### src/rtl/writeback_arbiter_if.sv
// writeback_arbiter_if
//
// Bundles the signals of the writeback stage: the two execution-slot push
// handshakes, the register-file write port, the hazard query and the
// occupancy count.
//
//   slot0_*/slot1_*             valid/addr/data from the slots, ready back to them
//   destination_register        write data to the register file
//   selectDestinationRegister   write index to the register file
//   WriteMode                   write enable to the register file
//   query_addr/query_pending    RAW hazard lookup against buffered writes
//   count                       current buffer occupancy
//
// master: the side that issues results and queries (execution/issue logic).
// slave : the writeback arbiter itself.
interface writeback_arbiter_if #(
  parameter int DATA_WIDTH = 64,
  parameter int ADDR_WIDTH = 5,
  parameter int DEPTH      = 4
);
  localparam int COUNT_WIDTH = $clog2(DEPTH) + 1;

  logic                   slot0_valid;
  logic [ADDR_WIDTH-1:0]  slot0_addr;
  logic [DATA_WIDTH-1:0]  slot0_data;
  logic                   slot0_ready;

  logic                   slot1_valid;
  logic [ADDR_WIDTH-1:0]  slot1_addr;
  logic [DATA_WIDTH-1:0]  slot1_data;
  logic                   slot1_ready;

  logic [DATA_WIDTH-1:0]  destination_register;
  logic [ADDR_WIDTH-1:0]  selectDestinationRegister;
  logic                   WriteMode;

  logic [ADDR_WIDTH-1:0]  query_addr;
  logic                   query_pending;

  logic [COUNT_WIDTH-1:0] count;

  modport master (
    output slot0_valid, slot0_addr, slot0_data,
    output slot1_valid, slot1_addr, slot1_data,
    output query_addr,
    input  slot0_ready, slot1_ready,
    input  destination_register, selectDestinationRegister, WriteMode,
    input  query_pending, count
  );

  modport slave (
    input  slot0_valid, slot0_addr, slot0_data,
    input  slot1_valid, slot1_addr, slot1_data,
    input  query_addr,
    output slot0_ready, slot1_ready,
    output destination_register, selectDestinationRegister, WriteMode,
    output query_pending, count
  );
endinterface

### src/rtl/writeback_arbiter.sv
// writeback_arbiter
//
// Two-slot writeback stage in front of the single-write-port register file.
// Results from both execution slots are queued in an in-order FIFO
// (slot0 ahead of slot1 within a cycle) and drained one per cycle onto the
// register file write port. A combinational lookup reports whether a given
// register still has a write buffered, for RAW-hazard stalls at issue.
//
// Ports:
//   clk    rising-edge clock
//   reset  synchronous, active-high; empties the FIFO and idles the write port
//   wb     writeback_arbiter_if.slave (slot handshakes, write port, query, count)
module writeback_arbiter #(
  parameter int DATA_WIDTH = 64,
  parameter int ADDR_WIDTH = 5,
  parameter int DEPTH      = 4
) (
  input logic               clk,
  input logic               reset,
  writeback_arbiter_if.slave wb
);
  localparam int PTR_WIDTH   = $clog2(DEPTH);
  localparam int COUNT_WIDTH = PTR_WIDTH + 1;
  localparam logic [COUNT_WIDTH-1:0] SLOT0_LIMIT = COUNT_WIDTH'(DEPTH - 1);
  localparam logic [COUNT_WIDTH-1:0] SLOT1_LIMIT = COUNT_WIDTH'(DEPTH - 2);

  logic [ADDR_WIDTH-1:0]  mem_addr [DEPTH];
  logic [DATA_WIDTH-1:0]  mem_data [DEPTH];

  logic [PTR_WIDTH-1:0]   rd_ptr;
  logic [PTR_WIDTH-1:0]   wr_ptr;
  logic [PTR_WIDTH-1:0]   slot1_ptr;
  logic [COUNT_WIDTH-1:0] count_q;

  logic                   push0;
  logic                   push1;
  logic                   pop;

  logic                   we_q;
  logic [ADDR_WIDTH-1:0]  sel_q;
  logic [DATA_WIDTH-1:0]  data_q;
  logic                   query_hit;

  // Readiness looks only at the registered count so it never forms a
  // combinational loop with the slots' valid signals. Slot1 needs room for
  // two entries because slot0 may push in the same cycle.
  assign wb.slot0_ready = !reset && (count_q <= SLOT0_LIMIT);
  assign wb.slot1_ready = !reset && (count_q <= SLOT1_LIMIT);

  assign push0 = wb.slot0_valid && wb.slot0_ready;
  assign push1 = wb.slot1_valid && wb.slot1_ready;
  assign pop   = (count_q != '0);

  // Slot1 lands behind slot0 when both push, otherwise it takes the tail.
  assign slot1_ptr = wr_ptr + PTR_WIDTH'(push0);

  // Entry storage carries no reset; occupancy is defined by count/rd_ptr.
  always_ff @(posedge clk) begin
    if (push0) begin
      mem_addr[wr_ptr] <= wb.slot0_addr;
      mem_data[wr_ptr] <= wb.slot0_data;
    end
    if (push1) begin
      mem_addr[slot1_ptr] <= wb.slot1_addr;
      mem_data[slot1_ptr] <= wb.slot1_data;
    end
  end

  // Pop uses the pre-edge count, so an entry pushed at this edge is never
  // popped at the same edge. Data/index hold their value on idle cycles.
  always_ff @(posedge clk) begin
    if (reset) begin
      rd_ptr  <= '0;
      wr_ptr  <= '0;
      count_q <= '0;
      we_q    <= 1'b0;
      sel_q   <= '0;
      data_q  <= '0;
    end else begin
      wr_ptr  <= wr_ptr + PTR_WIDTH'(push0) + PTR_WIDTH'(push1);
      count_q <= count_q + COUNT_WIDTH'(push0) + COUNT_WIDTH'(push1)
                 - COUNT_WIDTH'(pop);
      we_q    <= pop;
      if (pop) begin
        sel_q  <= mem_addr[rd_ptr];
        data_q <= mem_data[rd_ptr];
        rd_ptr <= rd_ptr + PTR_WIDTH'(1);
      end
    end
  end

  // An entry is occupied when its distance from the head, modulo DEPTH, is
  // below the count. The entry sitting in the output registers is not
  // included: it reaches the register file during the current cycle.
  always_comb begin : query_lookup
    logic [PTR_WIDTH-1:0] slot_offset;
    slot_offset = '0;
    query_hit   = 1'b0;
    for (int i = 0; i < DEPTH; i++) begin
      slot_offset = PTR_WIDTH'(i) - rd_ptr;
      if ((COUNT_WIDTH'(slot_offset) < count_q) &&
          (mem_addr[i] == wb.query_addr)) begin
        query_hit = 1'b1;
      end
    end
  end

  assign wb.query_pending             = query_hit;
  assign wb.WriteMode                 = we_q;
  assign wb.selectDestinationRegister = sel_q;
  assign wb.destination_register      = data_q;
  assign wb.count                     = count_q;
endmodule

### src/flat_wrapper.sv
// flat-port wrapper written by rule: the top's interface ports become plain ports
module writeback_arbiter_flat 
#(
  parameter int DATA_WIDTH = 64,
  parameter int ADDR_WIDTH = 5,
  parameter int DEPTH      = 4
)
  (clk, reset, wb_slot0_valid, wb_slot0_addr, wb_slot0_data, wb_slot1_valid, wb_slot1_addr, wb_slot1_data, wb_query_addr, wb_slot0_ready, wb_slot1_ready, wb_destination_register, wb_selectDestinationRegister, wb_WriteMode, wb_query_pending, wb_count);
  writeback_arbiter_if #(.DATA_WIDTH(DATA_WIDTH), .ADDR_WIDTH(ADDR_WIDTH), .DEPTH(DEPTH)) wb_i ();
  input logic clk;
  input logic reset;
  input wire logic [$bits(wb_i.slot0_valid)-1:0] wb_slot0_valid;
  input wire logic [$bits(wb_i.slot0_addr)-1:0] wb_slot0_addr;
  input wire logic [$bits(wb_i.slot0_data)-1:0] wb_slot0_data;
  input wire logic [$bits(wb_i.slot1_valid)-1:0] wb_slot1_valid;
  input wire logic [$bits(wb_i.slot1_addr)-1:0] wb_slot1_addr;
  input wire logic [$bits(wb_i.slot1_data)-1:0] wb_slot1_data;
  input wire logic [$bits(wb_i.query_addr)-1:0] wb_query_addr;
  output wire logic [$bits(wb_i.slot0_ready)-1:0] wb_slot0_ready;
  output wire logic [$bits(wb_i.slot1_ready)-1:0] wb_slot1_ready;
  output wire logic [$bits(wb_i.destination_register)-1:0] wb_destination_register;
  output wire logic [$bits(wb_i.selectDestinationRegister)-1:0] wb_selectDestinationRegister;
  output wire logic [$bits(wb_i.WriteMode)-1:0] wb_WriteMode;
  output wire logic [$bits(wb_i.query_pending)-1:0] wb_query_pending;
  output wire logic [$bits(wb_i.count)-1:0] wb_count;
  assign wb_i.slot0_valid = wb_slot0_valid;
  assign wb_i.slot0_addr = wb_slot0_addr;
  assign wb_i.slot0_data = wb_slot0_data;
  assign wb_i.slot1_valid = wb_slot1_valid;
  assign wb_i.slot1_addr = wb_slot1_addr;
  assign wb_i.slot1_data = wb_slot1_data;
  assign wb_i.query_addr = wb_query_addr;
  assign wb_slot0_ready = wb_i.slot0_ready;
  assign wb_slot1_ready = wb_i.slot1_ready;
  assign wb_destination_register = wb_i.destination_register;
  assign wb_selectDestinationRegister = wb_i.selectDestinationRegister;
  assign wb_WriteMode = wb_i.WriteMode;
  assign wb_query_pending = wb_i.query_pending;
  assign wb_count = wb_i.count;
  writeback_arbiter #(.DATA_WIDTH(DATA_WIDTH), .ADDR_WIDTH(ADDR_WIDTH), .DEPTH(DEPTH)) u_core (.clk(clk), .reset(reset), .wb(wb_i));
endmodule
### config.mk
export PLATFORM = sky130hd
export DESIGN_NAME = writeback_arbiter_flat
export DESIGN_NICKNAME = d
export VERILOG_FILES = /design/src/rtl/writeback_arbiter_if.sv /design/src/rtl/writeback_arbiter.sv /design/src/flat_wrapper.sv
export SDC_FILE = /design/constraint.sdc
export NUM_CORES = 1
export LEC_CHECK = 0
export CORE_UTILIZATION = 40
export CTS_CLUSTER_DIAMETER = 200
export DETAILED_ROUTE_END_ITERATION = 7
export PLACE_DENSITY = 0.68
export SYNTH_ARGS = -nofsm -noshare
export SYNTH_HDL_FRONTEND = slang
export SYNTH_SLANG_ARGS = --single-unit
### constraint.sdc
create_clock -name clk -period 11.6 [get_ports clk]
set_clock_uncertainty 0.05 [all_clocks]
set_input_delay 2.32 -clock clk [delete_from_list [all_inputs] [get_ports clk]]
set_output_delay 2.32 -clock clk [all_outputs]
set_load 0.01 [all_outputs]
==> run metrics, run 1 <==
Num CTS Buffers 40; Slew Limit Fails 0; Top cell by count, worst path clkdlybuf4s50_1; Slew @ Worst Pin 1034 ps; simple-gate portion of the synthesized area 3.994%; Max-cap violations 0; TritonCTS clock tree yes; routability cong. 0.8337; H-tree depth 2; post-synthesis compound-gate area fraction 2.539%; drt via density 5.319; Chip Width 207.9 um; grt ovf 0; Root Buffer clkbuf_16; largest family of logic cells by synthesized area multiplexers; post_cts resized 0; outcome finished, final reports clean; Clock Sinks 353; vias in the first global route 10340; multiplexer share of the synthesized area 30.56%; port buffer count 222; die area 0.04320 mm^2; first-pass GRT wire length 64050 um; WL/cell 22.85 um; Initial Utilization 40.50%; Period minus WS final 6652 ps; Core ar. 0.04185 mm^2; kind of critical path primary input to output port; crit path cell chain clkdlybuf4s50_1, xor2_1, a221o_1, nor2_1, or4_1, clkdlybuf4s50_1; via count 9846; CTS max path bufs 3; final layout net count 1437; relative slew slack 30.83%; Critical-path top delay cell clkdlybuf4s50_1; post-route antenna net violation count 0; final wirelength 42300 um; worst path arrival time 4280 ps; DR iter-0 viols 584; PwrDens 220.8 mW/mm^2; largest net degree at the start of global routing 72; Crit. End Element output port; Max stage delay on crit path 600 ps; Post-DP Area 0.01965 mm^2; CP bufs+invs 2; Area growth, synth to finish 23.69%; Site Rows 75; top achievable clock speed 150.3 MHz; Final setup viols 0; DRC viols 0; detailed placement HPWL 24490 um; post-place setup slack 4957 ps; CP Max Fanout 4; DRT Pass-1 Iters 5; distinct cell type count after synthesis 31; Post-Synth XOR/XNOR Area 1.343%; share of cells above drive strength 1 33.31%; RSZ-0062 raised after global routing no; die height 207.9 um; Worst setup SP type primary input; clk_lat worst skew 550 ps; Avg Synthesized Cell Area 15.83 um^2; leakage power 7.644 nW; Syn. warnings 0; Hold Buf Count CTS 0; setup TNS 0 ps; Final period util 57.35%; Peak VDD IR 0.2028 mV; postcts setup bufs 0; Net Count, Synth 1229; Post-Synth Adder-Cell Area 0.9006%; Crit path required time 9230 ps; HP Class flop to flop; clk slew on worst S/H paths 60 ps; final instance area 0.02097 mm^2; Seq/Total Area, Yosys 57.99%; Final Hold Fails 0; initial antenna violation count 6; Crit path max-delay family buffers and inverters; post-synthesis cell area 0.01695 mm^2; Setup WS post-layout 4948 ps; Mapped Cells 1071; I/O pin total 223; All-Layer GR Usage 19.78%; Yosys reg bits 353
## cell usage in the layout (no fill, tap or decap), drive strengths merged, types with 5 or more instances in the layout
cell,instances
a21oi,72
buf,19
clkbuf,60
clkdlybuf4s50,221
clkinv,9
dfxtp,77
edfxtp,276
ha,9
inv,14
mux2,276
mux4,69
nand2,140
nand4,6
nor2,8
nor2b,5
xnor2,20
xor2,6
## final cells by class
type                    instances  area [um^2]
diodes                          3        7.507
inverters                      14        53.80
flip-flops and latches        353         9837
fillers                      3503        20890
clock inverters                12        97.59
clock buffers                  60         1207
repair buffers                240         2355
multi-input cells             630         6733
well taps                     539        674.4
## per-layer routing
metal  vias up  track usage (%)  wire length (um)
met2       293            33.41             20660
met4         6            5.415               743
met3        53            4.100              2693
met1      4999            25.77             18170
met5         -                0                34
li1       4495                -                 -
## power breakdown
| group | internal, W | switching, W |
|---|---|---|
| Combinational | 0.000778 | 0.000753 |
| Sequential | 0.00167 | 0.000174 |
| Clock | 0.000742 | 0.000513 |
## sequential cells by signal, indices dropped and copies added (netlist names)
signal,cells
u_core.rd_ptr,2
u_core.wr_ptr,2
u_core.wb.selectDestinationRegister,5
u_core.mem_data,256
u_core.wb.WriteMode,1
u_core.wb.destination_register,64
u_core.wb.count,3
u_core.mem_addr,20
## final timing paths
| kind | start | end | slack, ps | cells past startpoint |
|---|---|---|---|---|
| worst max-delay path | wb_query_addr[1] | wb_query_pending | 4950 | 6 |
| worst min-delay path | u_core.wb.destination_register[21] | u_core.wb.destination_register[21] | 400 | 2 |
| worst max register to register | u_core.wb.count[2] | u_core.mem_data[0][9] | 6950 | 11 |
| worst min register to register | u_core.wb.destination_register[21] | u_core.wb.destination_register[21] | 400 | 2 |
## tightest hold or removal path: cells and delay by family, from the launching register on
kind / cells / cell delay [ps]
AOI/OAI and AO/OA: 1 / 50
DFF: 1 / 310
and+or+nand+nor: 1 / 50
## cells by family (layout without fill, tap and decap cells)
kind of cell,Yosys count,in the layout
AOI/OAI and AO/OA,81,81
and+or+nand+nor,167,167
muxes,345,345
xor gates and xnor gates,26,26
DFF,353,353
adders and majority gates,11,11
buffers and inverters,88,326
other,0,3
## stage by stage
step / total power, W / util (%) / instances / hold WS, ps
after global placement: 0.003409 / 46.96 / 1776 / 388.5
after CTS: 0.004695 / 50.07 / 1848 / 401.3
after detailed placement: 0.003423 / 46.96 / 1776 / 393.2
final: 0.004628 / 50.09 / 1851 / 399.4
after floorplan: 0.002801 / - / 1071 / 426.1
after global routing: 0.004863 / 50.08 / 1849 / 420.4
## synthesized netlist by cell type
library cell	n	area, um^2
buf_2	5	25.02
fa_1	2	40.04
xor2_1	6	52.55
nor2_1	8	30.03
clkbuf_1	49	183.9
or3b_1	1	8.760
a21oi_1	72	360.4
nor2b_1	5	31.28
a211o_1	1	8.760
edfxtp_1	276	8288
buf_4	3	22.52
buf_6	14	157.7
inv_2	1	3.750
o21ai_0	2	10.01
mux2_2	138	1554
buf_1	3	11.26
dfxtp_1	77	1541
o31ai_1	2	15.01
and3b_1	1	8.760
ha_1	9	112.6
xnor2_1	20	175.2
nand2_1	140	525.5
mux4_2	69	1554
a221o_1	1	10.01
nor3_1	3	15.01
or3_1	2	12.51
or4_1	1	7.510
mux2_4	138	2072
a2111oi_0	3	26.28
nand4_1	6	37.54
inv_1	13	48.80
Note: power is estimated with default switching activity, not from simulation.
==> run 2, diff against run 1 <==
Clock period 11.6 ns to 6.9 ns, I/O delays scaled along.
==> run metrics, run 2 (same netlist as run 1, synthesis figures left out) <==
crit path cell chain inv_1, ha_1, and3b_1, nor3_1, nand2_1, inv_1, ha_1, xnor2_1, or3_4, buf_4, mux2_4 (was clkdlybuf4s50_1, xor2_1, a221o_1, nor2_1, or4_1, clkdlybuf4s50_1); Final Hold Slack 400.0 ps (was 399.4 ps); worst setup path endpoint u_core.mem_data[2][43] (was wb_query_pending); most common cell after layout, fill and taps aside edfxtp_1 (unchanged); leakage power 7.697 nW (was 7.644 nW); Crit path required time 7130 ps (was 9230 ps); detailed placement HPWL 25760 um (was 24490 um); r2r endpoint u_core.mem_data[2][43] (was u_core.mem_data[0][9]); DRT Pass-1 Iters 4 (was 5); All-Layer GR Usage 19.78% (about the same); Critical-path top delay cell or3_4 (was clkdlybuf4s50_1); Worst setup SP type flop (was primary input); CP startpoint u_core.wb.count[2] (was wb_query_addr[1]); Num CTS Buffers 41 (was 40); CTS max path bufs 3 (unchanged); share of cells above drive strength 1 33.33% (was 33.31%); Slew @ Worst Pin 1084 ps (was 1034 ps); commonest non-fill, non-tap cells in the layout edfxtp_1, clkdlybuf4s50_1, nand2_1 (unchanged); Max stage delay on crit path 890 ps (was 600 ps); post-route antenna net violation count 0 (unchanged); grt ovf 0 (unchanged); Peak VDD IR 0.2689 mV (was 0.2028 mV); post-place setup slack 1793 ps (was 4957 ps); Area growth, synth to finish 24.26% (was 23.69%); Max-cap violations 0 (unchanged); I/O pin total 223 (unchanged); clk_lat worst skew 530 ps (was 550 ps); postcts setup bufs 0 (unchanged); initial antenna violation count 3 (was 6); top achievable clock speed 205.6 MHz; outcome finished, final reports clean (unchanged); final layout net count 1440 (was 1437); DRC viols 0 (unchanged); R2R depth 11 (unchanged); PwrDens 377.1 mW/mm^2 (was 220.8 mW/mm^2); Core ar. 0.04185 mm^2 (unchanged); WL/cell 22.98 um (was 22.85 um); die area 0.04320 mm^2 (unchanged); Fill cells 3565 (was 3503); RSZ-0062 raised after global routing no (unchanged); CP Max Fanout 46 (was 4); Chip Width 207.9 um (unchanged); first-pass GRT wire length 64080 um (was 64050 um); relative slew slack 27.70% (was 30.83%); CP Depth 11 (was 6); Hold Buf Count CTS 0 (unchanged); drt via density 5.343 (was 5.319); CP bufs+invs 3 (was 2); Site Rows 75 (unchanged); Crit path max-delay family simple AND/OR/NAND/NOR gates (was buffers and inverters); Biggest register u_core.mem_data (unchanged); Initial Utilization 40.50% (unchanged); Hold Path Stages 2 (unchanged); Final setup viols 0 (unchanged); post_cts resized 0 (unchanged); Slew Limit Fails 0 (unchanged); vias in the first global route 10410 (was 10340); Crit. End Element flop (was output port); worst path arrival time 5090 ps (was 4280 ps); Root Buffer clkbuf_16 (unchanged); port buffer count 222 (unchanged); TritonCTS clock tree yes (unchanged); Final period util 70.47%; final wirelength 42540 um (was 42300 um); Period minus WS final 4863 ps; max FFs per register 256 (unchanged); Final Hold Fails 0 (unchanged); HP Class flop to flop (unchanged); clk slew on worst S/H paths 60 ps (about the same); r2r setup slk 2040 ps (was 6950 ps); setup TNS 0 ps (unchanged); die height 207.9 um (unchanged); largest net degree at the start of global routing 80 (was 72); Util after Layout 50.33% (was 50.09%); via count 9889 (was 9846); DR iter-0 viols 559 (was 584); kind of critical path flop to flop (was primary input to output port); H-tree depth 2 (unchanged); Clock Sinks 353 (unchanged); routability cong. 0.8277 (was 0.8337); Setup WS post-layout 2037 ps (was 4948 ps); worst reg2reg startpoint u_core.wb.count[2] (unchanged)
==> run 2: area by class of cell <==
cell class / instances / area (um^2) / area share (%)
antenna: 1 / 2.502 / 0.01188
clock buffer: 54 / 1156 / 5.489
clock inverter: 18 / 236.5 / 1.123
inverter: 14 / 53.80 / 0.2554
multi-input combinational: 630 / 6733 / 31.97
sequential: 353 / 9837 / 46.70
tap: 539 / 674.4 / 3.202
timing repair buffer: 242 / 2370 / 11.25
==> run 2: worst min-delay path by stage <==
stage / from / slack (ps) / to
floorplan: u_core.wb.destination_register[0] / 430 / u_core.wb.destination_register[0]
global placement: u_core.wb.destination_register[63] / 390 / u_core.wb.destination_register[63]
detailed placement: u_core.wb.destination_register[42] / 400 / u_core.wb.destination_register[42]
CTS: u_core.wb.destination_register[2] / 400 / u_core.wb.destination_register[2]
global route: u_core.wb.destination_register[2] / 420 / u_core.wb.destination_register[2]
finish: u_core.wb.destination_register[55] / 400 / u_core.wb.destination_register[55]
==> run 2: routing by layer <==
layer	part of all wire [%]	GRT usage [%]	wire, um	up-vias
met4	1.7	4.393	735	2
met2	49	33.46	20720	263
met5	0.031	0	13	-
met3	5.7	3.646	2407	54
met1	44	26.42	18660	5070
li1	-	-	-	4500
==> run 2: where the power goes <==
part	internal (W)	switching, W	total [W]
Sequential	0.00280	0.000316	0.00312
Combinational	0.00131	0.00126	0.00257
Clock	0.00140	0.000855	0.00225
==> run 2: tightest hold or removal path, stage by stage, from the launching register on <==
cell	delay, ps
dfxtp_1	310
nand2_1	50
a21oi_1	50
==> run 2: metrics by stage <==
stage,cells,power (W),area (um^2)
final,1851,0.007944,21060
after global routing,1850,0.008320,21060
after CTS,1850,0.008032,21060
after detailed placement,1778,0.005768,19670
after global placement,1778,0.005723,19670
after floorplan,1071,0.004705,16950
==> run 3, diff against run 2 <==
Settings changed: PLACE_DENSITY 0.68 to 0.7.
Clock period 6.9 ns to 4.12 ns, I/O delays scaled along.
==> run metrics, run 3 (same netlist as run 1, synthesis figures left out) <==
post-place setup slack 460.1 ps (was 1793 ps); share of cells above drive strength 1 33.46% (was 33.33%); post-route antenna net violation count 0 (unchanged); CTS max path bufs 3 (unchanged); Area growth, synth to finish 25.16% (was 24.26%); drt via density 5.366 (was 5.343); net switching power 0.004062 W (was 0.002433 W); most common cell after layout, fill and taps aside edfxtp_1 (unchanged); port buffer count 222 (unchanged); Post-DP Area 0.01980 mm^2 (was 0.01967 mm^2); max FFs per register 256 (unchanged); grt ovf 0 (unchanged); Initial Utilization 40.50% (unchanged); WL/cell 22.73 um (was 22.98 um); final layout net count 1445 (was 1440); Setup WS post-layout 371.8 ps (was 2037 ps); Slew Limit Fails 0 (unchanged); Crit. End Element output port (was flop); final instance area 0.02122 mm^2 (was 0.02106 mm^2); register area 0.009837 mm^2 (unchanged); PwrDens 627.8 mW/mm^2 (was 377.1 mW/mm^2); via count 9976 (was 9889); Peak VDD IR 0.4451 mV (was 0.2689 mV); Hold Buf Count CTS 0 (unchanged); DRC viols 0 (unchanged); HP Class flop to flop (unchanged); DR iter-0 viols 581 (was 559); I/O pin total 223 (unchanged); Site Rows 75 (unchanged); largest net degree at the start of global routing 72 (was 80); Final period util 90.97%; die height 207.9 um (unchanged); final wirelength 42250 um (was 42540 um); Clock Sinks 353 (unchanged); Int Pwr 0.009257 W (was 0.005510 W); first-pass GRT wire length 64030 um (was 64080 um); kind of critical path primary input to output port (was flop to flop); Core ar. 0.04185 mm^2 (unchanged); All-Layer GR Usage 19.71% (was 19.78%); outcome finished, final reports clean (unchanged); Worst setup SP type primary input (was flop); RSZ-0062 raised after global routing no (unchanged); relative slew slack 26.12% (was 27.70%); Period minus WS final 3748 ps; clk_lat worst skew 560 ps (was 530 ps); TritonCTS clock tree yes (unchanged); vias in the first global route 10450 (was 10410); Slew @ Worst Pin 1108 ps (was 1084 ps); Max-cap violations 0 (unchanged); DRT Pass-1 Iters 4 (unchanged); CP Max Fanout 4 (was 46); Final setup viols 0 (unchanged); post_cts resized 0 (unchanged); top achievable clock speed 266.8 MHz; Final Hold Slack 396.4 ps (was 400.0 ps); detailed placement HPWL 24900 um (was 25760 um); Fill cells 3450 (was 3565); share of power burned in registers 37.8% (was 39.3%); H-tree depth 2 (unchanged); commonest non-fill, non-tap cells in the layout edfxtp_1, clkdlybuf4s50_1, nand2_1 (unchanged); Final Hold Fails 0 (unchanged); worst path arrival time 2870 ps (was 5090 ps); Chip Width 207.9 um (unchanged); Biggest register u_core.mem_data (unchanged); Clk pwr share 28.4% (was 28.3%); Gate power share 33.8% (was 32.4%); initial antenna violation count 3 (unchanged); routability cong. 0.8377 (was 0.8277); Crit path required time 3250 ps (was 7130 ps); footprint of the multi-input gates 0.006733 mm^2 (unchanged); die area 0.04320 mm^2 (unchanged); leakage power 7.761 nW (was 7.697 nW); Num CTS Buffers 42 (was 41); Switching Share 30.50% (was 30.63%); postcts setup bufs 0 (unchanged); Root Buffer clkbuf_16 (unchanged); clk slew on worst S/H paths 50 ps (was 60 ps)
-- run 3: cell types whose count changed in the layout (fill, tap and decap cells not counted), sizes merged --
cell / delta
buf: +4
clkbuf: +6
clkinv: -1
diode: +1
bufinv: -2
-- run 3: area by class of cell --
cell class	count	share of cell area, %
Inverter	14	0.2536
Antenna cell	2	0.02359
Multi-Input combinational cell	630	31.74
Clock buffer	60	5.809
Clock inverter	15	0.8493
Timing Repair Buffer	246	11.78
Sequential cell	353	46.37
Tap cell	539	3.179
-- run 3: through the flow --
stage,util [%],setup TNS (ps),total power [W],instances
after global routing,50.69,0,0.01397,1859
after CTS,50.68,0,0.01349,1857
final,50.69,0,0.01332,1859
after global placement,47.30,0,0.009646,1782
after detailed placement,47.30,0,0.009685,1782
after floorplan,-,-311500,0.007856,1071
-- run 3: final timing paths --
check,from,endpoint,slack [ps],depth (start not counted)
min reg2reg,u_core.wb.destination_register[14],u_core.wb.destination_register[14],400,2
max,wb_query_addr[0],wb_query_pending,370,6
min,u_core.wb.destination_register[14],u_core.wb.destination_register[14],400,2
max reg2reg,u_core.wb.count[2],u_core.mem_data[3][58],460,11
-- run 3: power by group through the flow --
stage	sequential (W)	combinational, W	clock [W]
4_1_cts	0.00504	0.00459	0.00386
3_3_place_gp	0.00508	0.00456	0
2_1_floorplan	0.00518	0.00268	0
3_5_place_dp	0.00511	0.00457	0
6_report	0.00503	0.00450	0.00378
5_1_grt	0.00511	0.00487	0.00399
-- run 3: worst max-delay path, stage by stage --
cell and delay, ps:
clkdlybuf4s50_1 590, xnor2_1 180, nand4_1 140, a2111oi_0 410
or4_1 200, clkdlybuf4s50_1 530
-- run 3: per-layer routing --
metal / vias to the layer above / share of wire [%] / global-route usage (%)
met5: - / 0.031 / 0
met4: 2 / 1.5 / 5.619
met3: 42 / 6.5 / 4.357
met2: 290 / 49 / 32.80
met1: 5116 / 43 / 25.84
li1: 4526 / - / -
